`src/rtl/udma_eth_pkg.sv`:
```
`default_nettype none
// ============================================================================
// Module      : udma_eth_pkg
// Description : Shared definitions for the uDMA Ethernet RX/TX controllers:
//               controller state encoding, uDMA data-size code and the bit
//               positions inside the per-frame status field.
// Revision    : 1.0 - initial release
// ============================================================================
package udma_eth_pkg;

  // Controller state encoding, shared by the RX and TX controllers
  typedef logic [1:0] eth_state_t;

  localparam eth_state_t ST_IDLE = 2'd0;
  localparam eth_state_t ST_ARM  = 2'd1;
  localparam eth_state_t ST_RECV = 2'd2;
  localparam eth_state_t ST_DROP = 2'd3;

  // uDMA transfer data size code: one byte per beat
  localparam logic [1:0] DATASIZE_BYTE = 2'b00;

  // Bit positions inside the frame status field {overflow, mac_error}
  localparam int STATUS_ERR_BIT = 0;
  localparam int STATUS_OVF_BIT = 1;

endpackage : udma_eth_pkg
`default_nettype wire

```
`src/rtl/udma_eth_rx_controller.sv`:
```
`default_nettype none
// ============================================================================
// Module      : udma_eth_rx_controller
// Description : Receive-side uDMA Ethernet controller. Takes a byte-wide
//               AXI-Stream of frames from the MAC and forwards each byte to
//               the uDMA RX channel. Frames longer than the programmed buffer
//               are truncated at capacity and the remainder is drained.
//               Reports length and {overflow, mac_error} of the last frame.
// Revision    : 1.0 - initial release
// ============================================================================
module udma_eth_rx_controller
  import udma_eth_pkg::*;
#(
  parameter int L2_AWIDTH_NOAL = 12,
  parameter int TRANS_SIZE     = 16
) (
  input  logic                      clk_i,
  input  logic                      rstn_i,

  // uDMA RX channel configuration
  output logic [L2_AWIDTH_NOAL-1:0] cfg_rx_startaddr_o,
  output logic [TRANS_SIZE-1:0]     cfg_rx_size_o,
  output logic [1:0]                cfg_rx_datasize_o,
  output logic                      cfg_rx_continuous_o,
  output logic                      cfg_rx_en_o,
  output logic                      cfg_rx_clr_o,
  input  logic                      cfg_rx_en_i,
  input  logic                      cfg_rx_pending_i,
  input  logic [L2_AWIDTH_NOAL-1:0] cfg_rx_curr_addr_i,
  input  logic [TRANS_SIZE-1:0]     cfg_rx_bytes_left_i,

  // Register interface
  input  logic [L2_AWIDTH_NOAL-1:0] reg_rx_startaddr_i,
  input  logic [TRANS_SIZE-1:0]     reg_rx_size_i,
  input  logic                      reg_rx_continuous_i,
  input  logic                      reg_rx_en_i,
  input  logic                      reg_rx_clr_i,
  output logic                      reg_rx_en_o,
  output logic                      reg_rx_pending_o,
  output logic [L2_AWIDTH_NOAL-1:0] reg_rx_curr_addr_o,
  output logic [TRANS_SIZE-1:0]     reg_rx_bytes_left_o,
  output logic [TRANS_SIZE-1:0]     reg_rx_frame_len_o,
  output logic [1:0]                reg_rx_status_o,
  output logic                      frame_done_o,
  output logic                      busy_o,

  // uDMA RX data channel
  output logic [31:0]               data_rx_o,
  output logic [1:0]                data_rx_datasize_o,
  output logic                      data_rx_valid_o,
  input  logic                      data_rx_ready_i,

  // AXI-Stream from the MAC
  input  logic [7:0]                s_axis_tdata_i,
  input  logic                      s_axis_tvalid_i,
  input  logic                      s_axis_tlast_i,
  input  logic                      s_axis_tuser_i,
  output logic                      s_axis_tready_o
);

  localparam logic [TRANS_SIZE-1:0] c_one = {{(TRANS_SIZE-1){1'b0}}, 1'b1};

  eth_state_t              r_state;
  logic [TRANS_SIZE-1:0]   r_byte_cnt;
  logic [TRANS_SIZE-1:0]   w_cnt_inc;
  logic                    w_room;
  logic                    w_beat;

  // Static configuration and status pass-through
  assign cfg_rx_datasize_o   = DATASIZE_BYTE;
  assign cfg_rx_continuous_o = reg_rx_continuous_i;
  assign cfg_rx_clr_o        = reg_rx_clr_i;
  assign reg_rx_en_o         = cfg_rx_en_i;
  assign reg_rx_pending_o    = cfg_rx_pending_i;
  assign reg_rx_curr_addr_o  = cfg_rx_curr_addr_i;
  assign reg_rx_bytes_left_o = cfg_rx_bytes_left_i;
  assign data_rx_datasize_o  = DATASIZE_BYTE;
  assign data_rx_o           = {24'h0, s_axis_tdata_i};
  assign busy_o              = (r_state != ST_IDLE);

  assign w_room    = (r_byte_cnt < cfg_rx_size_o);
  assign w_cnt_inc = r_byte_cnt + c_one;
  assign w_beat    = s_axis_tvalid_i & s_axis_tready_o;

  // Zero-latency handshake: MAC beats pass straight to uDMA while in RECV,
  // are swallowed in DROP and are held off everywhere else.
  always_comb begin
    data_rx_valid_o = 1'b0;
    s_axis_tready_o = 1'b0;
    case (r_state)
      ST_RECV: begin
        data_rx_valid_o = s_axis_tvalid_i & w_room;
        s_axis_tready_o = data_rx_ready_i & w_room;
      end
      ST_DROP: begin
        s_axis_tready_o = 1'b1;
      end
      default: begin
        data_rx_valid_o = 1'b0;
        s_axis_tready_o = 1'b0;
      end
    endcase
  end

  // Frame sequencing: arm the channel, count bytes, close the frame and
  // publish its length/status. Clear overrides everything, including arming.
  always_ff @(posedge clk_i) begin
    if (!rstn_i) begin
      r_state            <= ST_IDLE;
      r_byte_cnt         <= '0;
      cfg_rx_startaddr_o <= '0;
      cfg_rx_size_o      <= '0;
      cfg_rx_en_o        <= 1'b0;
      reg_rx_frame_len_o <= '0;
      reg_rx_status_o    <= 2'b00;
      frame_done_o       <= 1'b0;
    end else begin
      frame_done_o <= 1'b0;
      if (reg_rx_clr_i) begin
        r_state     <= ST_IDLE;
        cfg_rx_en_o <= 1'b0;
        r_byte_cnt  <= '0;
      end else begin
        case (r_state)
          ST_IDLE: begin
            if (reg_rx_en_i) begin
              cfg_rx_startaddr_o <= reg_rx_startaddr_i;
              cfg_rx_size_o      <= reg_rx_size_i;
              cfg_rx_en_o        <= 1'b1;
              r_byte_cnt         <= '0;
              reg_rx_status_o    <= 2'b00;
              r_state            <= ST_ARM;
            end
          end
          ST_ARM: begin
            if (cfg_rx_en_i && !cfg_rx_pending_i) begin
              cfg_rx_en_o <= 1'b0;
              // A zero-sized buffer cannot take any byte: drain the frame
              r_state     <= (cfg_rx_size_o == '0) ? ST_DROP : ST_RECV;
            end
          end
          ST_RECV: begin
            if (w_beat) begin
              r_byte_cnt <= w_cnt_inc;
              if (s_axis_tlast_i) begin
                reg_rx_frame_len_o                 <= w_cnt_inc;
                reg_rx_status_o[STATUS_OVF_BIT]    <= 1'b0;
                reg_rx_status_o[STATUS_ERR_BIT]    <= s_axis_tuser_i;
                frame_done_o                       <= 1'b1;
                r_state                            <= ST_IDLE;
              end else if (w_cnt_inc == cfg_rx_size_o) begin
                // Buffer full but frame continues: truncate and drain
                r_state <= ST_DROP;
              end
            end
          end
          ST_DROP: begin
            if (w_beat && s_axis_tlast_i) begin
              reg_rx_frame_len_o              <= r_byte_cnt;
              reg_rx_status_o[STATUS_OVF_BIT] <= 1'b1;
              reg_rx_status_o[STATUS_ERR_BIT] <= s_axis_tuser_i;
              frame_done_o                    <= 1'b1;
              r_state                         <= ST_IDLE;
            end
          end
          default: begin
            r_state <= ST_IDLE;
          end
        endcase
      end
    end
  end

endmodule : udma_eth_rx_controller
`default_nettype wire
```
`config.mk`:
```
export PLATFORM = sky130hd
export DESIGN_NAME = udma_eth_rx_controller
export DESIGN_NICKNAME = d
export VERILOG_FILES = /design/src/rtl/udma_eth_pkg.sv /design/src/rtl/udma_eth_rx_controller.sv
export SDC_FILE = /design/constraint.sdc
export NUM_CORES = 1
export LEC_CHECK = 0
export BUFFER_PORTS_ARGS = -buffer_cell sky130_fd_sc_hd__buf_4
export CORE_ASPECT_RATIO = 1.5
export CORE_MARGIN = 4
export CORE_UTILIZATION = 45
export DETAILED_ROUTE_END_ITERATION = 6
export PLACE_DENSITY = 0.78
export SYNTH_ARGS = -nofsm -noshare
export SYNTH_HDL_FRONTEND = slang
export SYNTH_SLANG_ARGS = --single-unit
```
`constraint.sdc`:
```
create_clock -name clk_i -period 7.12 [get_ports clk_i]
set_clock_uncertainty 0.1 [all_clocks]
set_input_delay 1.78 -clock clk_i [delete_from_list [all_inputs] [get_ports clk_i]]
set_output_delay 1.78 -clock clk_i [all_outputs]
set_load 0.1 [all_outputs]
```
* Yosys cells after proc, flatten, opt, wreduce, memory -nomap -nowiden
Cells that the tools add are included.
Word-level totals: flip-flop bits (word level) 66, latch bits 0, bits in writable memories 0, ROM bits 0, output and inout bits 119, memories 0
Operators by class: $add $sub $neg 1, multiply operators 0, div/mod/pow operators 0, magnitude comparators 1, eq/ne operators 10, shift operators 0, multiplexer cells 29, bitwise gates (word level) 5, reduce and logical (&&, ||, !) cells 17
Operators with widths (count):
- $mux 16 | 5
- $pmux 16 s2 | 2
- $mux 2 | 10
- $add 16x1->16 const B | 1
- $eq 16x16->1 | 1
- $logic_not 16->1 | 1
- $lt 16x16->1 | 1
- $ne 2x2->1 const B | 5
- $reduce_and 5->1 | 2
- $reduce_and 3->1 | 3
- $pmux 2 s4 | 1
- $reduce_bool 2->1 | 4
- $mux 1 | 7
- $pmux 1 s2 | 3
- $pmux 2 s3 | 1
- $reduce_and 6->1 | 1
- $eq 2x2->1 const B | 2
- $and 1x1->1 | 3
- $ne 3x3->1 const B | 1
- $reduce_bool 3->1 | 1
- $eq 2x1->1 const B | 1
- $logic_and 1x1->1 | 2
- $logic_not 2->1 | 1
- $not 1->1 | 2
- 2 further kinds | 2

* Logic depth before layout (Yosys ltp)
word-level depth 7, mapped depth 11, depth with buffers taken out 9

* Worst setup path before layout
No wires, ideal clock.
path type reg2out, start register cfg_rx_size_o[9], end output port s_axis_tready_o, arrival 4.383 ns, required time 5.240 ns, slack 0.857 ns, cell stages (with the launch flop) 8, buffers on the path 0, path through dfxtp_1 inv_1 ha_1 a21o_1 a221o_1 a21oi_1 nand3_1 o21ai_0
On the way: cells in the longest elaborated chain, start to end 3
Ends and longest elaborated chain:
- from (decl) | RTL line udma_eth_rx_controller.sv:22 | output logic [TRANS_SIZE-1:0] cfg_rx_size_o,
- from (signal assigned) | RTL line udma_eth_rx_controller.sv:128 | cfg_rx_size_o <= reg_rx_size_i;
- $lt 16x16->1 | RTL line udma_eth_rx_controller.sv:81 | assign w_room = (r_byte_cnt < cfg_rx_size_o);
- $and 1x1->1 | RTL line udma_eth_rx_controller.sv:93 | s_axis_tready_o = data_rx_ready_i & w_room;
- $pmux 1 s2 | RTL line udma_eth_rx_controller.sv:90 | case (r_state)
- to (decl) | RTL line udma_eth_rx_controller.sv:58 | output logic s_axis_tready_o
No other way between the ends.

* Worst setup path in the final report
start register r_byte_cnt[10], end output port data_rx_valid_o
On the way: cells in the longest elaborated chain, start to end 3
Ends and longest elaborated chain:
- from (decl) | RTL line udma_eth_rx_controller.sv:64 | logic [TRANS_SIZE-1:0] r_byte_cnt;
- from (signal assigned) | RTL line udma_eth_rx_controller.sv:144 | r_byte_cnt <= w_cnt_inc;
- $lt 16x16->1 | RTL line udma_eth_rx_controller.sv:81
- $and 1x1->1 | RTL line udma_eth_rx_controller.sv:92 | data_rx_valid_o = s_axis_tvalid_i & w_room;
- $mux 1 | RTL line udma_eth_rx_controller.sv:90
- to (decl) | RTL line udma_eth_rx_controller.sv:50 | output logic data_rx_valid_o,
No other way between the ends.

==> impl_metrics.json <==
{
  "place.gp.congestion": 0.829,
  "num_antenna_cells": 0,
  "synth_edf_count": 0,
  "synth_cell_types": 49,
  "tns_ps": 0,
  "port_buffers": 91,
  "ctsHoldBuffers": 0,
  "slew_viol_final": 0,
  "synth-seq-cells": 66,
  "leakagePower_nw": 1.92,
  "critPathTopFamily": "simple AND/OR/NAND/NOR gates",
  "routed.top_layer": "met4",
  "clk_pin_slew_ps": 50,
  "overflow": 0,
  "yosys.area.top_type_share_pct": 31.7,
  "routed-wl-met2_mm": 5.11,
  "cts_resized": 0,
  "path_cells": "ha_1 -> and2_1 -> a221o_1 -> a21oi_1 -> nand3_1 -> nor3_1 -> buf_4",
  "yosysTopAreaCell": "dfxtp_1",
  "synth_fa_ha_area_share_pct": 5.10,
  "grt_pass1_wl_mm": 16.9,
  "ant_nets": 0,
  "synth_xor_xnor_area_share_pct": 8.39,
  "hold_violations": 0,
  "final_cell_count_no_fill": 687,
  "dpl.hpwl_mm": 7.74,
  "die-area_um2": 10900,
  "synth.most_common_cell": "nand2_1",
  "cts_buffers": 9,
  "placed_cells": 672,
  "tritoncts": "built",
  "critPathSlowestCell": "dfxtp_1",
  "drt-met1-wl_mm": 4.12,
  "crit_path_end_kind": "primary output",
  "num_vias": 3634,
  "ys.flop_type": "dfxtp_1",
  "period_minus_slack_ps": 4570,
  "crit_required_ps": 5240,
  "wl_per_cell_um": 15.1,
  "dr_wl_met3_um": 647,
  "max-cap-violations": 0,
  "core_area_um2": 8930,
  "p_comb_share_pct": 21.2,
  "grt_pass1_vias": 3479,
  "synth_top_family_by_area": "simple AND/OR/NAND/NOR gates",
  "cp_num_buf_inv": 1,
  "syn_avg_cell_area_um2": 7.70,
  "hold_path.class": "flip-flop to flip-flop",
  "worstSetupStartpointType": "flip-flop",
  "area_delta_synth_final_pct": 13.6,
  "cts_root_buf": "clkbuf_16",
  "ys_warn_count": 0,
  "post_cts_buffers": 0,
  "fp.dieW_um": 86.6,
  "critical_path_class": "flip-flop to primary output",
  "peakVddDrop_mv": 0.184,
  "clock.fmax_ghz": 0.219,
  "slowest_delay_ps": 530,
  "power_frac_seq_pct": 37.4,
  "rsz0062_at_grt": "false",
  "setup_viol": 0,
  "clockBufferDepth": 2,
  "synthMuxAreaShare_pct": 0.480,
  "p_per_area_nw_per_um2": 219,
  "status": "finished clean",
  "grt_antenna_before_repair": 0,
  "synth-compound-area-share_pct": 14.9,
  "sw_frac_of_total_pct": 32.6,
  "initial_utilization_pct": 46.7,
  "synth_commonest_cells": "nand2_1, buf_4, dfxtp_1, a21oi_1, nor2_1",
  "syn_area_um2": 4170,
  "via_per_inst": 5.29,
  "dpl_worst_slack_ps": 2740,
  "nets": 665,
  "totalWireLength_mm": 10.4,
  "cp_max_fo": 10,
  "grt_usage_pct": 19.4,
  "pin_count": 194,
  "setup_ws_ps": 2550,
  "p_sw_uw": 338,
  "synthSimpleGateAreaFrac_pct": 21.8,
  "relSlewSlack_pct": 28.0,
  "clk_latency_ps": 330,
  "first_pass_iters": 4,
  "cts_sinks": 66,
  "async_reset_ff_share_pct": 0,
  "postSynthCellCount": 542,
  "pwr-share-clk_pct": 41.4,
  "rows": 42,
  "dr.first_iter.drc_count": 309,
  "grt_max_degree": 46,
  "n_fill_cell": 853,
  "drc": 0,
  "tightest_slew_ps": 1080,
  "dieHeight_um": 126,
  "worstPathArrival_ps": 2690,
  "internal-power_uw": 700,
  "fin_crit_sh_pct": 64.2,
  "ys_seq_area_share_pct": 31.7,
  "h-tree-depth": 3,
  "yosys-top-cells-area": "dfxtp_1, buf_4, nand2_1, a21oi_1, xnor2_1",
  "final_layout_size_suffix_gt1_share_pct": 20.3
}
-- cell usage in the layout (no fill, tap or decap), types with 12 or more instances in the layout --
master / Yosys / routed
dfxtp_1: 66 / 66
a211oi_1: 12 / 12
nand3_1: 13 / 13
a21oi_1: 53 / 53
nor2_1: 43 / 42
o21ai_0: 20 / 20
xor2_1: 14 / 14
nand2_1: 83 / 83
conb_1: 1 / 28
buf_4: 69 / 92
xnor2_1: 26 / 26
ha_1: 17 / 17
inv_1: 21 / 21
-- worst register-to-register path, stage by stage (launching register included) --
cell and delay [ps]:
dfxtp_1 530, ha_1 300, and2_1 160, a221o_1 330
a2111oi_2 410, and3_1 720, a21oi_4 220, a21bo_2 260
a22oi_1 160
-- power by group through the flow --
stage	clock network (mW)	registers, mW	logic (mW)
2_1_floorplan	0	0.449	0.232
3_3_place_gp	0	0.395	0.219
3_5_place_dp	0	0.396	0.220
4_1_cts	0.440	0.388	0.221
5_1_grt	0.452	0.389	0.231
6_report	0.430	0.388	0.220
-- cells by family after synthesis --
kind of cell,after synthesis
buffers and inverters,121
adders and majority gates,17
DFF,66
xor gates and xnor gates,40
other,1
and+or+nand+nor,191
muxes,2
AOI/OAI and AO/OA,104
-- sequential cells by signal, indices dropped and copies added (netlist names) --
signal / count
reg_rx_frame_len_o: 16
frame_done_o: 1
reg_rx_status_o: 2
cfg_rx_size_o: 16
r_state: 2
cfg_rx_startaddr_o: 12
cfg_rx_en_o: 1
r_byte_cnt: 16
-- metal layers --
layer  GRT usage (%)  vias up
li1                -     1784
met1            21.9     1672
met2            32.0      135
met3            4.25       43
met4            12.8        0
met5               0        -
-- worst paths after layout --
kind / cells after the start / slack, ps / to / startpoint
hold / removal: 2 / 360 / cfg_rx_startaddr_o[10] / cfg_rx_startaddr_o[10]
setup reg to reg: 8 / 3840 / r_state[0] / r_byte_cnt[10]
setup / recovery: 7 / 2550 / data_rx_valid_o / r_byte_cnt[10]
hold reg to reg: 2 / 360 / cfg_rx_startaddr_o[10] / cfg_rx_startaddr_o[10]
-- stage by stage --
step	hold WS [ps]	power [mW]	util, %	instance area (µm²)
after floorplan	390	0.682	-	4280
after global placement	343	0.613	49.9	4450
after detailed placement	358	0.616	49.9	4450
after CTS	366	1.05	53.1	4740
after global routing	377	1.07	53.1	4740
final	364	1.04	53.1	4740
-- layout make-up --
class / count / area [µm²] / share of cell area (%)
clock buffers: 12 / 246 / 5.20
clock inverters: 3 / 40.0 / 0.845
inverters: 22 / 82.6 / 1.74
multi-input cells: 382 / 2220 / 46.9
flip-flops and latches: 66 / 1320 / 27.9
well taps: 110 / 138 / 2.90
repair buffers: 92 / 691 / 14.6
No activity file was read; power rests on OpenSTA's default activity.
